$ cat config.mk
export PLATFORM = sky130hd
export DESIGN_NAME = snake_body_ctrl_flat
export DESIGN_NICKNAME = d
export VERILOG_FILES = /design/src/rtl/snake_body_ctrl_pkg.sv /design/src/rtl/snake_body_ctrl_if.sv /design/src/rtl/snake_body_ctrl_seg_buf.sv /design/src/rtl/snake_body_ctrl.sv /design/src/flat_wrapper.sv
export SDC_FILE = /design/constraint.sdc
export NUM_CORES = 1
export LEC_CHECK = 0
export ABC_AREA = 1
export BUFFER_PORTS_ARGS = -buffer_cell sky130_fd_sc_hd__buf_2
export CAP_MARGIN = 30
export CORE_ASPECT_RATIO = 1.2
export CORE_UTILIZATION = 60
export CTS_CLUSTER_DIAMETER = 60
export DETAILED_ROUTE_END_ITERATION = 12
export PLACE_DENSITY = 0.74
export SLEW_MARGIN = 15
export SYNTH_ARGS = -nofsm -noshare
export SYNTH_HDL_FRONTEND = slang
export SYNTH_SLANG_ARGS = --single-unit
$ cat constraint.sdc
create_clock -name clock -period 6.9 [get_ports clock]
set_input_delay 0.69 -clock clock [delete_from_list [all_inputs] [get_ports clock]]
set_output_delay 0.69 -clock clock [all_outputs]
set_load 0.05 [all_outputs]
$ cat src/rtl/snake_body_ctrl_pkg.sv
// snake_pkg: shared types and constants for the snake body controller.
//   - dir_t encoding (00 right, 01 up, 10 left, 11 down) and reverse_dir()
//   - plot colours (erase is always black)
//   - default screen bounds (160 x 120 cells)
//   - FSM state encoding for snake_body_ctrl
// No ports; imported by snake_body_ctrl.
package snake_pkg;

  typedef enum logic [1:0] {
    DIR_RIGHT = 2'b00,
    DIR_UP    = 2'b01,
    DIR_LEFT  = 2'b10,
    DIR_DOWN  = 2'b11
  } dir_t;

  localparam logic [2:0] COLOUR_ERASE = 3'b000;
  localparam logic [2:0] COLOUR_SNAKE = 3'b010;

  localparam int X_MAX_DEF = 159;
  localparam int Y_MAX_DEF = 119;

  typedef enum logic [2:0] {
    ST_IDLE,
    ST_ADVANCE,
    ST_SCAN,
    ST_CHECK,
    ST_ERASE,
    ST_DRAW,
    ST_OVER
  } state_t;

  // Opposite directions differ only in bit 1 of the encoding.
  function automatic dir_t reverse_dir(input dir_t d);
    return dir_t'(d ^ 2'b10);
  endfunction

endpackage

$ cat src/rtl/snake_body_ctrl_if.sv
// snake_body_ctrl_if: pixel request channel from the snake controller to the
// VGA plotter (valid/ready handshake).
//   plot_valid   request valid (master -> slave)
//   plot_ready   plotter accepts request (slave -> master)
//   plot_x       pixel column, 8 bits
//   plot_y       pixel row, 7 bits
//   plot_colour  pixel colour, 3 bits
interface snake_body_ctrl_if;
  logic       plot_valid;
  logic       plot_ready;
  logic [7:0] plot_x;
  logic [6:0] plot_y;
  logic [2:0] plot_colour;

  modport master (
    output plot_valid, plot_x, plot_y, plot_colour,
    input  plot_ready
  );

  modport slave (
    input  plot_valid, plot_x, plot_y, plot_colour,
    output plot_ready
  );
endinterface

$ cat src/rtl/snake_body_ctrl_seg_buf.sv
// snake_seg_buf: MAX_LEN x 15-bit circular store of body segments {x[7:0], y[6:0]}.
// One synchronous write port, one asynchronous read port. Pointer arithmetic
// lives in the parent. Reset loads the starting body: entry k holds
// (START_X-(START_LEN-1-k), START_Y), so entry 0 is the tail and entry
// START_LEN-1 is the head.
//   clock, resetn          clock and async active-low reset
//   wr_en/wr_addr/wr_data  write port
//   rd_addr/rd_data        combinational read port
module snake_seg_buf #(
  parameter int  MAX_LEN   = 32,
  parameter int  START_LEN = 4,
  parameter int  START_X   = 80,
  parameter int  START_Y   = 60,
  localparam int AW        = $clog2(MAX_LEN)
) (
  input  logic          clock,
  input  logic          resetn,
  input  logic          wr_en,
  input  logic [AW-1:0] wr_addr,
  input  logic [14:0]   wr_data,
  input  logic [AW-1:0] rd_addr,
  output logic [14:0]   rd_data
);

  logic [14:0] mem [MAX_LEN];

  always_ff @(posedge clock or negedge resetn) begin
    if (!resetn) begin
      for (int i = 0; i < MAX_LEN; i++) begin
        if (i < START_LEN) mem[i] <= {8'(START_X - (START_LEN - 1 - i)), 7'(START_Y)};
        else               mem[i] <= '0;
      end
    end else if (wr_en) begin
      mem[wr_addr] <= wr_data;
    end
  end

  assign rd_data = mem[rd_addr];

endmodule

$ cat src/rtl/snake_body_ctrl.sv
// snake_body_ctrl: owns the snake body (circular buffer), advances the head one
// cell per tick, checks self-collision, handshakes food eating with the food
// block and issues erase-tail / draw-head pixel requests to the plotter.
//   clock, resetn      clock, async active-low reset
//   tick               move strobe (dropped unless IDLE)
//   dir_req/dir_valid  requested direction; 180-degree reversals ignored
//   food_hit           head-on-food flag from the food block
//   head_x/head_y      current head cell
//   food_regen         one-cycle pulse when food is eaten
//   plot               pixel request channel (master side)
//   length             current segment count
//   game_over          sticky self-collision flag
//   busy               high while a move is in progress
// Build option: SNAKE_WALL_KILL_EN -- leaving the screen ends the game instead
// of wrapping; the head then keeps its last legal cell.
//
// state   | meaning
// IDLE    | waiting for tick
// ADVANCE | commit direction, step head, bump head pointer
// SCAN    | compare new head with old segments (tail excluded), one per cycle
// CHECK   | sample food_hit, write head into buffer, stage first pixel request
// ERASE   | tail pixel request outstanding
// DRAW    | head pixel request outstanding
// OVER    | game over, wait for reset
module snake_body_ctrl
  import snake_pkg::*;
#(
  parameter int         MAX_LEN      = 32,
  parameter int         START_LEN    = 4,
  parameter int         START_X      = 80,
  parameter int         START_Y      = 60,
  parameter int         X_MAX        = X_MAX_DEF,
  parameter int         Y_MAX        = Y_MAX_DEF,
  parameter logic [2:0] SNAKE_COLOUR = COLOUR_SNAKE,
  localparam int        AW           = $clog2(MAX_LEN),
  localparam int        LW           = AW + 1
) (
  input  logic              clock,
  input  logic              resetn,
  input  logic              tick,
  input  logic [1:0]        dir_req,
  input  logic              dir_valid,
  input  logic              food_hit,
  output logic [7:0]        head_x,
  output logic [6:0]        head_y,
  output logic              food_regen,
  snake_body_ctrl_if.master plot,
  output logic [LW-1:0]     length,
  output logic              game_over,
  output logic              busy
);

  state_t        state_q, state_d;
  dir_t          dir_q, pend_q, dir_ref;
  logic [AW-1:0] head_ptr, tail_ptr, scan_ptr, rd_addr;
  logic [LW-1:0] scan_cnt;
  logic [14:0]   seg_rd;
  logic [7:0]    nx;
  logic [6:0]    ny;
  logic          head_step, accept, scan_hit, grow, wr_en;

  snake_seg_buf #(
    .MAX_LEN   (MAX_LEN),
    .START_LEN (START_LEN),
    .START_X   (START_X),
    .START_Y   (START_Y)
  ) u_seg_buf (
    .clock   (clock),
    .resetn  (resetn),
    .wr_en   (wr_en),
    .wr_addr (head_ptr),
    .wr_data ({head_x, head_y}),
    .rd_addr (rd_addr),
    .rd_data (seg_rd)
  );

  // Single read port: SCAN walks the body, otherwise the tail is presented so
  // CHECK can capture it before the head write (they share a slot when full).
  assign rd_addr  = (state_q == ST_SCAN) ? scan_ptr : tail_ptr;
  assign wr_en    = (state_q == ST_CHECK);
  assign scan_hit = (seg_rd == {head_x, head_y});
  assign grow     = food_hit && (length < LW'(MAX_LEN));
  assign accept   = plot.plot_valid && plot.plot_ready;
  assign busy     = (state_q != ST_IDLE) && (state_q != ST_OVER);
  // During ADVANCE the pending direction is what gets committed, so a request
  // in that cycle must be judged against it.
  assign dir_ref  = (state_q == ST_ADVANCE) ? pend_q : dir_q;

  always_comb begin
    nx = head_x;
    ny = head_y;
    case (pend_q)
      DIR_RIGHT: nx = (head_x == 8'(X_MAX)) ? 8'd0 : head_x + 8'd1;
      DIR_LEFT:  nx = (head_x == 8'd0) ? 8'(X_MAX) : head_x - 8'd1;
      DIR_UP:    ny = (head_y == 7'd0) ? 7'(Y_MAX) : head_y - 7'd1;
      DIR_DOWN:  ny = (head_y == 7'(Y_MAX)) ? 7'd0 : head_y + 7'd1;
      default:   ;
    endcase
  end

`ifdef SNAKE_WALL_KILL_EN
  logic off_edge;
  always_comb begin
    off_edge = 1'b0;
    case (pend_q)
      DIR_RIGHT: off_edge = (head_x == 8'(X_MAX));
      DIR_LEFT:  off_edge = (head_x == 8'd0);
      DIR_UP:    off_edge = (head_y == 7'd0);
      DIR_DOWN:  off_edge = (head_y == 7'(Y_MAX));
      default:   off_edge = 1'b0;
    endcase
  end
  assign head_step = ~off_edge;
`else
  assign head_step = 1'b1;
`endif

  always_ff @(posedge clock or negedge resetn) begin
    if (!resetn) state_q <= ST_IDLE;
    else         state_q <= state_d;
  end

  always_comb begin
    state_d    = state_q;
    food_regen = 1'b0;
    case (state_q)
      ST_IDLE:    if (tick) state_d = ST_ADVANCE;
      ST_ADVANCE: state_d = head_step ? ST_SCAN : ST_OVER;
      ST_SCAN: begin
        if (scan_hit)                   state_d = ST_OVER;
        else if (scan_cnt == LW'(1))    state_d = ST_CHECK;
      end
      ST_CHECK: begin
        food_regen = food_hit;
        state_d    = grow ? ST_DRAW : ST_ERASE;
      end
      ST_ERASE:   if (accept) state_d = ST_DRAW;
      ST_DRAW:    if (accept) state_d = ST_IDLE;
      ST_OVER:    state_d = ST_OVER;
      default:    state_d = ST_IDLE;
    endcase
  end

  always_ff @(posedge clock or negedge resetn) begin
    if (!resetn) begin
      dir_q            <= DIR_RIGHT;
      pend_q           <= DIR_RIGHT;
      head_x           <= 8'(START_X);
      head_y           <= 7'(START_Y);
      head_ptr         <= AW'(START_LEN - 1);
      tail_ptr         <= '0;
      scan_ptr         <= '0;
      scan_cnt         <= '0;
      length           <= LW'(START_LEN);
      game_over        <= 1'b0;
      plot.plot_valid  <= 1'b0;
      plot.plot_x      <= '0;
      plot.plot_y      <= '0;
      plot.plot_colour <= '0;
    end else begin
      if (dir_valid && (dir_t'(dir_req) != reverse_dir(dir_ref))) pend_q <= dir_t'(dir_req);
      if (state_d == ST_OVER) game_over <= 1'b1;

      case (state_q)
        ST_ADVANCE: begin
          dir_q <= pend_q;
          if (head_step) begin
            head_x   <= nx;
            head_y   <= ny;
            head_ptr <= head_ptr + AW'(1);
          end
          scan_ptr <= tail_ptr + AW'(1);
          scan_cnt <= length - LW'(1);
        end
        ST_SCAN: begin
          scan_ptr <= scan_ptr + AW'(1);
          scan_cnt <= scan_cnt - LW'(1);
        end
        ST_CHECK: begin
          plot.plot_valid <= 1'b1;
          if (grow) begin
            length           <= length + LW'(1);
            plot.plot_x      <= head_x;
            plot.plot_y      <= head_y;
            plot.plot_colour <= SNAKE_COLOUR;
          end else begin
            plot.plot_x      <= seg_rd[14:7];
            plot.plot_y      <= seg_rd[6:0];
            plot.plot_colour <= COLOUR_ERASE;
          end
        end
        ST_ERASE: begin
          if (accept) begin
            tail_ptr         <= tail_ptr + AW'(1);
            plot.plot_x      <= head_x;
            plot.plot_y      <= head_y;
            plot.plot_colour <= SNAKE_COLOUR;
          end
        end
        ST_DRAW: begin
          if (accept) plot.plot_valid <= 1'b0;
        end
        default: ;
      endcase
    end
  end

endmodule

$ cat src/flat_wrapper.sv
// flat-port wrapper written by rule: the top's interface ports become plain ports
module snake_body_ctrl_flat import snake_pkg::*;
#(
  parameter int         MAX_LEN      = 32,
  parameter int         START_LEN    = 4,
  parameter int         START_X      = 80,
  parameter int         START_Y      = 60,
  parameter int         X_MAX        = X_MAX_DEF,
  parameter int         Y_MAX        = Y_MAX_DEF,
  parameter logic [2:0] SNAKE_COLOUR = COLOUR_SNAKE,
  localparam int        AW           = $clog2(MAX_LEN),
  localparam int        LW           = AW + 1
)
  (clock, resetn, tick, dir_req, dir_valid, food_hit, head_x, head_y, food_regen, length, game_over, busy, plot_plot_valid, plot_plot_x, plot_plot_y, plot_plot_colour, plot_plot_ready);
  snake_body_ctrl_if plot_i ();
  input  logic clock;
  input  logic resetn;
  input  logic tick;
  input  logic [1:0] dir_req;
  input  logic dir_valid;
  input  logic food_hit;
  output logic [7:0] head_x;
  output logic [6:0] head_y;
  output logic food_regen;
  output logic [LW-1:0] length;
  output logic game_over;
  output logic busy;
  output wire logic [$bits(plot_i.plot_valid)-1:0] plot_plot_valid;
  output wire logic [$bits(plot_i.plot_x)-1:0] plot_plot_x;
  output wire logic [$bits(plot_i.plot_y)-1:0] plot_plot_y;
  output wire logic [$bits(plot_i.plot_colour)-1:0] plot_plot_colour;
  input wire logic [$bits(plot_i.plot_ready)-1:0] plot_plot_ready;
  assign plot_plot_valid = plot_i.plot_valid;
  assign plot_plot_x = plot_i.plot_x;
  assign plot_plot_y = plot_i.plot_y;
  assign plot_plot_colour = plot_i.plot_colour;
  assign plot_i.plot_ready = plot_plot_ready;
  snake_body_ctrl #(.MAX_LEN(MAX_LEN), .START_LEN(START_LEN), .START_X(START_X), .START_Y(START_Y), .X_MAX(X_MAX), .Y_MAX(Y_MAX), .SNAKE_COLOUR(SNAKE_COLOUR)) u_core (.clock(clock), .resetn(resetn), .tick(tick), .dir_req(dir_req), .dir_valid(dir_valid), .food_hit(food_hit), .head_x(head_x), .head_y(head_y), .food_regen(food_regen), .plot(plot_i), .length(length), .game_over(game_over), .busy(busy));
endmodule
After elaboration in Yosys (flattened, before gate mapping)
Cells that the tools add are included.
{ "totals": {"rom_bits": 0, "in_bits": 8, "word_cells": 138, "ram_bits": 0, "out_inout_bits": 43, "latch_bits": 0, "memories": 0, "ff_bits": 549} }
{ "classes": {"div_mod_pow": 0, "eq_ne": 18, "magnitude_cmp": 4, "n_bitwise": 3, "addsub": 10, "n_reduce_logical": 21, "shift": 0, "muxes": 35, "mul": 0} }
{ "op_table": {"columns": ["cell", "n"], "rows": [
  ["$bwmux W480", 1],
  ["$bmux W15 S5", 1],
  ["$demux W15 S5", 1],
  ["$mux W15", 3],
  ["$mux W8", 4],
  ["$pmux W8 S2", 2],
  ["$mux W7", 4],
  ["$pmux W7 S2", 2],
  ["$pmux W3 S7", 1],
  ["$mux W3", 6],
  ["$add A5 B1 Y5 const B", 3],
  ["$eq A15 B15 Y1", 1],
  ["$eq A3 B3 Y1 const B", 4],
  ["$ge A6 B6 Y1 const B", 2],
  ["$not A5 Y6", 2],
  ["$pmux W6 S2", 1],
  ["$reduce_and A2 Y1", 6],
  ["$sub A6 B1 Y6 const B", 2],
  ["$pmux W5 S2", 1],
  ["$reduce_bool A2 Y1", 5],
  ["$add A8 B1 Y8 const B", 1],
  ["$eq A8 B8 Y1 const B", 1],
  ["$logic_not A8 Y1", 1],
  ["$sub A8 B1 Y8 const B", 1],
  ["other kinds (25)", 35]
]} }

Longest topological paths before layout
{ "logic_depth": {"ltp_word": 10, "ltp_mapped": 22, "ltp_nobuf": 20} }

By module
Synthesis repeated with hierarchy kept, for this count alone.
{ "unflattened": {"hier_cells": 3381, "area_unflattened_um2": 26455.4} }
{ "by_module_without_submodules": {"columns": ["mod", "cells_each", "n_inst", "seq_area_each_um2", "area_per_inst_um2"], "rows": [
  ["snake_seg_buf", 2792, 1, 12050.3, 22038.6],
  ["snake_body_ctrl", 589, 1, 1687.9, 4416.7]
]} }

Least setup slack after synthesis
Ideal clock, no wire load.
{ "synth_path": {"path_type": "register to register", "from": "register u_core.head_x[2]", "to": "register u_core.head_x[7]", "n_path_buf": 1, "arrival_ps": 2244, "stages_incl_launch_ff": 11, "path_slack_ps": 4590, "t_required_ps": 6834, "setup_ps": 66, "synth_period_minus_slack_ps": 2310, "path_cell_list": "dfrtp_1 -> clkbuf_1 -> clkinv_1 -> nor4_1 -> nand2_1 -> nor2_1 -> nand2_1 -> xor2_1 -> o221ai_1 -> o21ai_0 -> inv_1"} }
{ "synth_via": {"elab_chain_cells": 3, "elab_cells_between_ends": 7, "classes_between": "2 x add/sub; 1 x eq/ne; 3 x mux; 1 x reduce/logical"} }
{ "synth_lines": {"columns": ["element", "line", "rtl"], "rows": [
  ["from (decl)", "snake_body_ctrl.sv:44", "output logic [7:0] head_x,"],
  ["from (signal assigned)", "snake_body_ctrl.sv:148", "head_x <= 8'(START_X);"],
  ["from (signal assigned)", "snake_body_ctrl.sv:168", "head_x <= nx;"],
  ["$sub A8 B1 Y8, or another cell as far along", "snake_body_ctrl.sv:94", "DIR_LEFT: nx = (head_x == 8'd0) ? 8'(X_MAX) : head_x - 8'd1;"],
  ["$mux W8, on equally long branches", "snake_body_ctrl.sv:94, snake_body_ctrl.sv:93", null],
  ["$pmux W8 S2 *", "snake_body_ctrl.sv:92", "case (pend_q)"]
]} }
Mark *: on every way between the ends. The rest lies on a longest branch, timed or not.
A chain may end at the register's enable or synchronous reset.

Worst setup path after layout
{ "layout_path": {"from": "register u_core.state_q[0]", "to": "register u_core.game_over"} }
{ "layout_via": {"elab_chain_cells": 10, "elab_cells_between_ends": 20, "classes_between": "8 x eq/ne; 10 x mux; 1 x bitwise; 1 x reduce/logical"} }
{ "layout_lines": {"columns": ["element", "line", "rtl"], "rows": [
  ["from (decl)", "snake_body_ctrl.sv:53", "state_t state_q, state_d;"],
  ["from (signal assigned)", "snake_body_ctrl.sv:120", "else state_q <= state_d;"],
  ["$eq A3 B2 Y1", "snake_body_ctrl.sv:79, snake_body_ctrl.sv:126", null],
  ["$mux W5", "snake_body_ctrl.sv:79", "assign rd_addr = (state_q == ST_SCAN) ? scan_ptr : tail_ptr;"],
  ["$not A5 Y6 (not written as such)", "snake_body_ctrl_seg_buf.sv:38", "assign rd_data = mem[rd_addr];"],
  ["$bmux W15 S5", "snake_body_ctrl_seg_buf.sv:38", null],
  ["$mux W15 (not written as such) (2 in series)", "snake_body_ctrl_seg_buf.sv:38", null],
  ["$eq A15 B15 Y1", "snake_body_ctrl.sv:81", "assign scan_hit = (seg_rd == {head_x, head_y});"],
  ["$mux W3", "snake_body_ctrl.sv:130", "if (scan_hit) state_d = ST_OVER;"],
  ["$pmux W3 S7 *", "snake_body_ctrl.sv:126", "case (state_q)"],
  ["via u_core.state_d[2]", "snake_body_ctrl.sv:53", null],
  ["$eq A3 B3 Y1 *", "snake_body_ctrl.sv:162", "if (state_d == ST_OVER) game_over <= 1'b1;"],
  ["to (signal assigned)", "snake_body_ctrl.sv:155", "game_over <= 1'b0;"],
  ["to (signal assigned)", "snake_body_ctrl.sv:162", null],
  ["to (decl)", "snake_body_ctrl.sv:49", "output logic game_over,"]
]} }
Mark *: on every way through the listed nets, which the timed path passes. The rest lies on a longest branch. The select of a mux whose other input is x is not followed.

==> flow_summary.toml <==
[worst_setup_path]
critPathSlowestCell = "nand3_2"
rr_worst_depth = 20
crit_family = "simple AND/OR/NAND/NOR gates"
cp-end-kind = "flop"
arrival_ps = 5080
worstSetupStartpointType = "flop"
crit_buf_inv = 3
path_max_fanout = 171
cp.depth = 20
crit_chain = "inv_2, nand3_2, nand2_1, nand2_8, buf_12, nand2_1, nand3_1, nand3_1, nand3_1, nand3_1, nand2_1, nand2_1, nand2_1, nor2_1, nand2_1, nor2_1, nand3_1, nand2_1, inv_2, o21ai_1"
max_stage_delay_ps = 460
critical_path_required_ps = 7430
crit_type = "reg2reg"
path_common_cell = "nand2_1"

[yosys]
synth-async-reset-ratio = 1.00
synth_fa_ha_area_frac = 0.00726
synth_cell_types = 38
synth-xor-area-share = 0.0108
synth_compound_area_frac = 0.117
synth_top_family_by_area = "simple AND/OR/NAND/NOR gates"
yosysWarnings = 0
ys_ff_latch = 547
synthSimpleGateAreaFrac = 0.276
ys.flop_type = "dfrtp_1"
syn_area_per_cell_sq_um = 8.03
synth_area_sq_um = 25800
syn-instance-count = 3221
synth_edf_count = 0
synth_mux_area_frac = 0
yosysSeqAreaShare = 0.531

[sta]
tightest_slew_ps = 1040
slew_violations = 0
hold_slack_ps = 135
finClkSkew_ps = 35.5
finalCriticalPeriod_ps = 4550
finalSetupViolCount = 0
hold_violations = 0
fmax_mhz = 220
rsz0062_at_grt = "no"
final.setup.tns_ps = 0
max_slew_margin = 0.304
fin_crit_sh = 0.659

[cells_and_area]
syn2layout_area_growth_pct = 9.67
drive_gt1_frac = 0.0806
final_cell_mix = "nand2_1, nand3_1, o21ai_0, dfrtp_1, inv_1"
finalInstanceArea_sq_um = 28300
nNetsFinal = 3153
num_antenna_cells = 0
final_common_cell = "nand2_1"

[drt]
routedWlPerCell_microns = 21.0
route.vias.total = 23030
wirelength_microns = 78100
drc = 0
final_antenna_net_count = 0
viasPerCell = 6.19
dr.pass1.iters = 6
drt-initial-drc-count = 2574

[run]
cap_violations = 0

[clocking]
post_cts_buffers = 0
cts_tree = "yes"
cts_resized = 0
cts_buffers = 54
path_clk_slew_ps = 60
cts.path.max_buffers = 3
clock-root-buffer = "clkbuf_16"
insertion_delay_ps = 630
hold_buffers = 0
h-tree-depth = 2
cts.sinks = 547

[run_status]
outcome = "completed"

[power]
comb_power_share = 0.464
power.density_nw_per_um2 = 471
p_switching_uw = 6340
pwr-share-seq = 0.311
vdd_ir_drop_max_mv = 0.455
intPower_uw = 7020
leakage_uw = 0.0126
power_uw = 13400
clkPwrFrac = 0.225
swShare = 0.475

[grt]
grt_antenna_before_repair = 0
grt_max_degree = 172
grt-ovfl-total = 0
grt_pass1_wl_microns = 123000
grtUsageTotal = 0.363
first_global_vias = 21982

[floorplanning]
fp.dieH_microns = 229
fp-row-count = 82
core_sq_um = 42200
die_w_microns = 191
start_util = 0.613
dieArea_sq_um = 43900
ios = 51

[placed_design]
routabilityCongestion = 0.988
numPortBuffers = 48
dp_hpwl_microns = 46400
place_area_sq_um = 26100

[min_path]
hp-class = "in2async"
==> cell usage after synthesis, types with 4 or more instances <==
| cell | instances | area, sq um |
|---|---|---|
| nand2_1 | 1111 | 4170 |
| nand3_1 | 518 | 2590 |
| o21ai_0 | 513 | 2570 |
| dfrtp_1 | 507 | 12700 |
| clkbuf_1 | 176 | 661 |
| inv_1 | 68 | 255 |
| buf_2 | 59 | 295 |
| nor2_1 | 46 | 173 |
| dfstp_2 | 40 | 1050 |
| xor2_1 | 26 | 228 |
| o211ai_1 | 20 | 150 |
| a21oi_1 | 19 | 95.1 |
| nor3_1 | 16 | 80.1 |
| ha_1 | 15 | 188 |
| buf_6 | 14 | 158 |
| buf_4 | 10 | 75.1 |
| nand4_1 | 8 | 50.1 |
| clkinv_1 | 6 | 22.5 |
| o221ai_1 | 6 | 52.6 |
| xnor2_1 | 6 | 52.6 |
| a22oi_1 | 4 | 30.0 |
| inv_2 | 4 | 15.0 |
==> cell type report <==
| class | instances | area, sq um |
|---|---|---|
| Tap cell | 546 | 683 |
| Timing Repair Buffer | 114 | 1170 |
| Inverter | 78 | 293 |
| Sequential cell | 547 | 13700 |
| Clock inverter | 20 | 203 |
| Multi-Input combinational cell | 2335 | 10700 |
| Fill cell | 3440 | 13800 |
| Clock buffer | 82 | 1600 |
==> worst paths after layout <==
path	startpoint	slack [ps]	endpoint
setup reg to reg	u_core.state_q[0]$_DFF_PN0_	2350	u_core.game_over$_DFFE_PN0N_
hold reg to reg	u_core.u_seg_buf.mem[365]$_DFFE_PN0P_	480	u_core.u_seg_buf.mem[365]$_DFFE_PN0P_
setup / recovery	u_core.state_q[0]$_DFF_PN0_	2350	u_core.game_over$_DFFE_PN0N_
hold / removal	resetn	140	u_core.u_seg_buf.mem[225]$_DFFE_PN0P_
min in group clock	plot_plot_ready	340	u_core.plot.plot_valid$_DFFE_PN0P_
max in group asynchronous	resetn	5270	u_core.head_y[2]$_DFFE_PN1P_
==> through the flow <==
| step | setup slack (ps) | std cells | utilization |
|---|---|---|---|
| after floorplan | 4590 | 3222 | - |
| after global placement | 2580 | 3585 | 0.615 |
| after detailed placement | 2440 | 3594 | 0.619 |
| after CTS | 2410 | 3696 | 0.662 |
| after global routing | 2100 | 3722 | 0.672 |
| final | 2350 | 3722 | 0.672 |
==> kinds of logic (layout without fill, tap and decap cells) <==
group / count (synthesis) / after routing
DFF: 547 / 547
AOI/OAI and AO/OA: 577 / 577
buffers and inverters: 340 / 294
other: 1 / 2
and+or+nand+nor: 1709 / 1709
adders and majority gates: 15 / 15
xor gates and xnor gates: 32 / 32
==> power groups by stage <==
stage                     clock [uW]  sequential, uW  combinational, uW
after floorplan                    0            4330               3870
after CTS                       3030            4140               6030
final                           3000            4160               6200
after detailed placement           0            4190               6000
after global routing            3150            4200               6600
after global placement             0            4170               5920
==> per-layer routing <==
layer  up-vias  global-route usage  share of wire  wire (microns)
met5         -                   0              0               0
met1     11225               0.492           0.40           31100
met2      1156               0.558           0.46           35800
li1      10439                   -              -               -
met4         0               0.192          0.055            4260
met3       210              0.0642          0.089            6980
==> worst reg2reg max path, stage by stage (launching register included) <==
cell	delay, ps
dfrtp_1	410
inv_2	130
nand3_2	460
nand2_1	400
nand2_8	340
buf_12	430
nand2_1	520
nand3_1	100
nand3_1	180
nand3_1	110
nand3_1	190
nand2_1	180
nand2_1	100
nand2_1	60
nor2_1	100
nand2_1	60
nor2_1	260
nand3_1	130
nand2_1	130
inv_2	40
o21ai_1	140
==> sequential cells by signal, summed over array words and instances (netlist names) <==
signal,count
u_core.dir_q,2
u_core.game_over,1
u_core.head_ptr,5
u_core.head_x,8
u_core.head_y,7
u_core.length,6
u_core.pend_q,2
u_core.plot.plot_colour,1
u_core.plot.plot_valid,1
u_core.plot.plot_x,8
u_core.plot.plot_y,7
u_core.scan_cnt,6
u_core.scan_ptr,5
u_core.state_q,3
u_core.tail_ptr,5
u_core.u_seg_buf.mem,480
No activity file was read; power rests on OpenSTA's default activity.
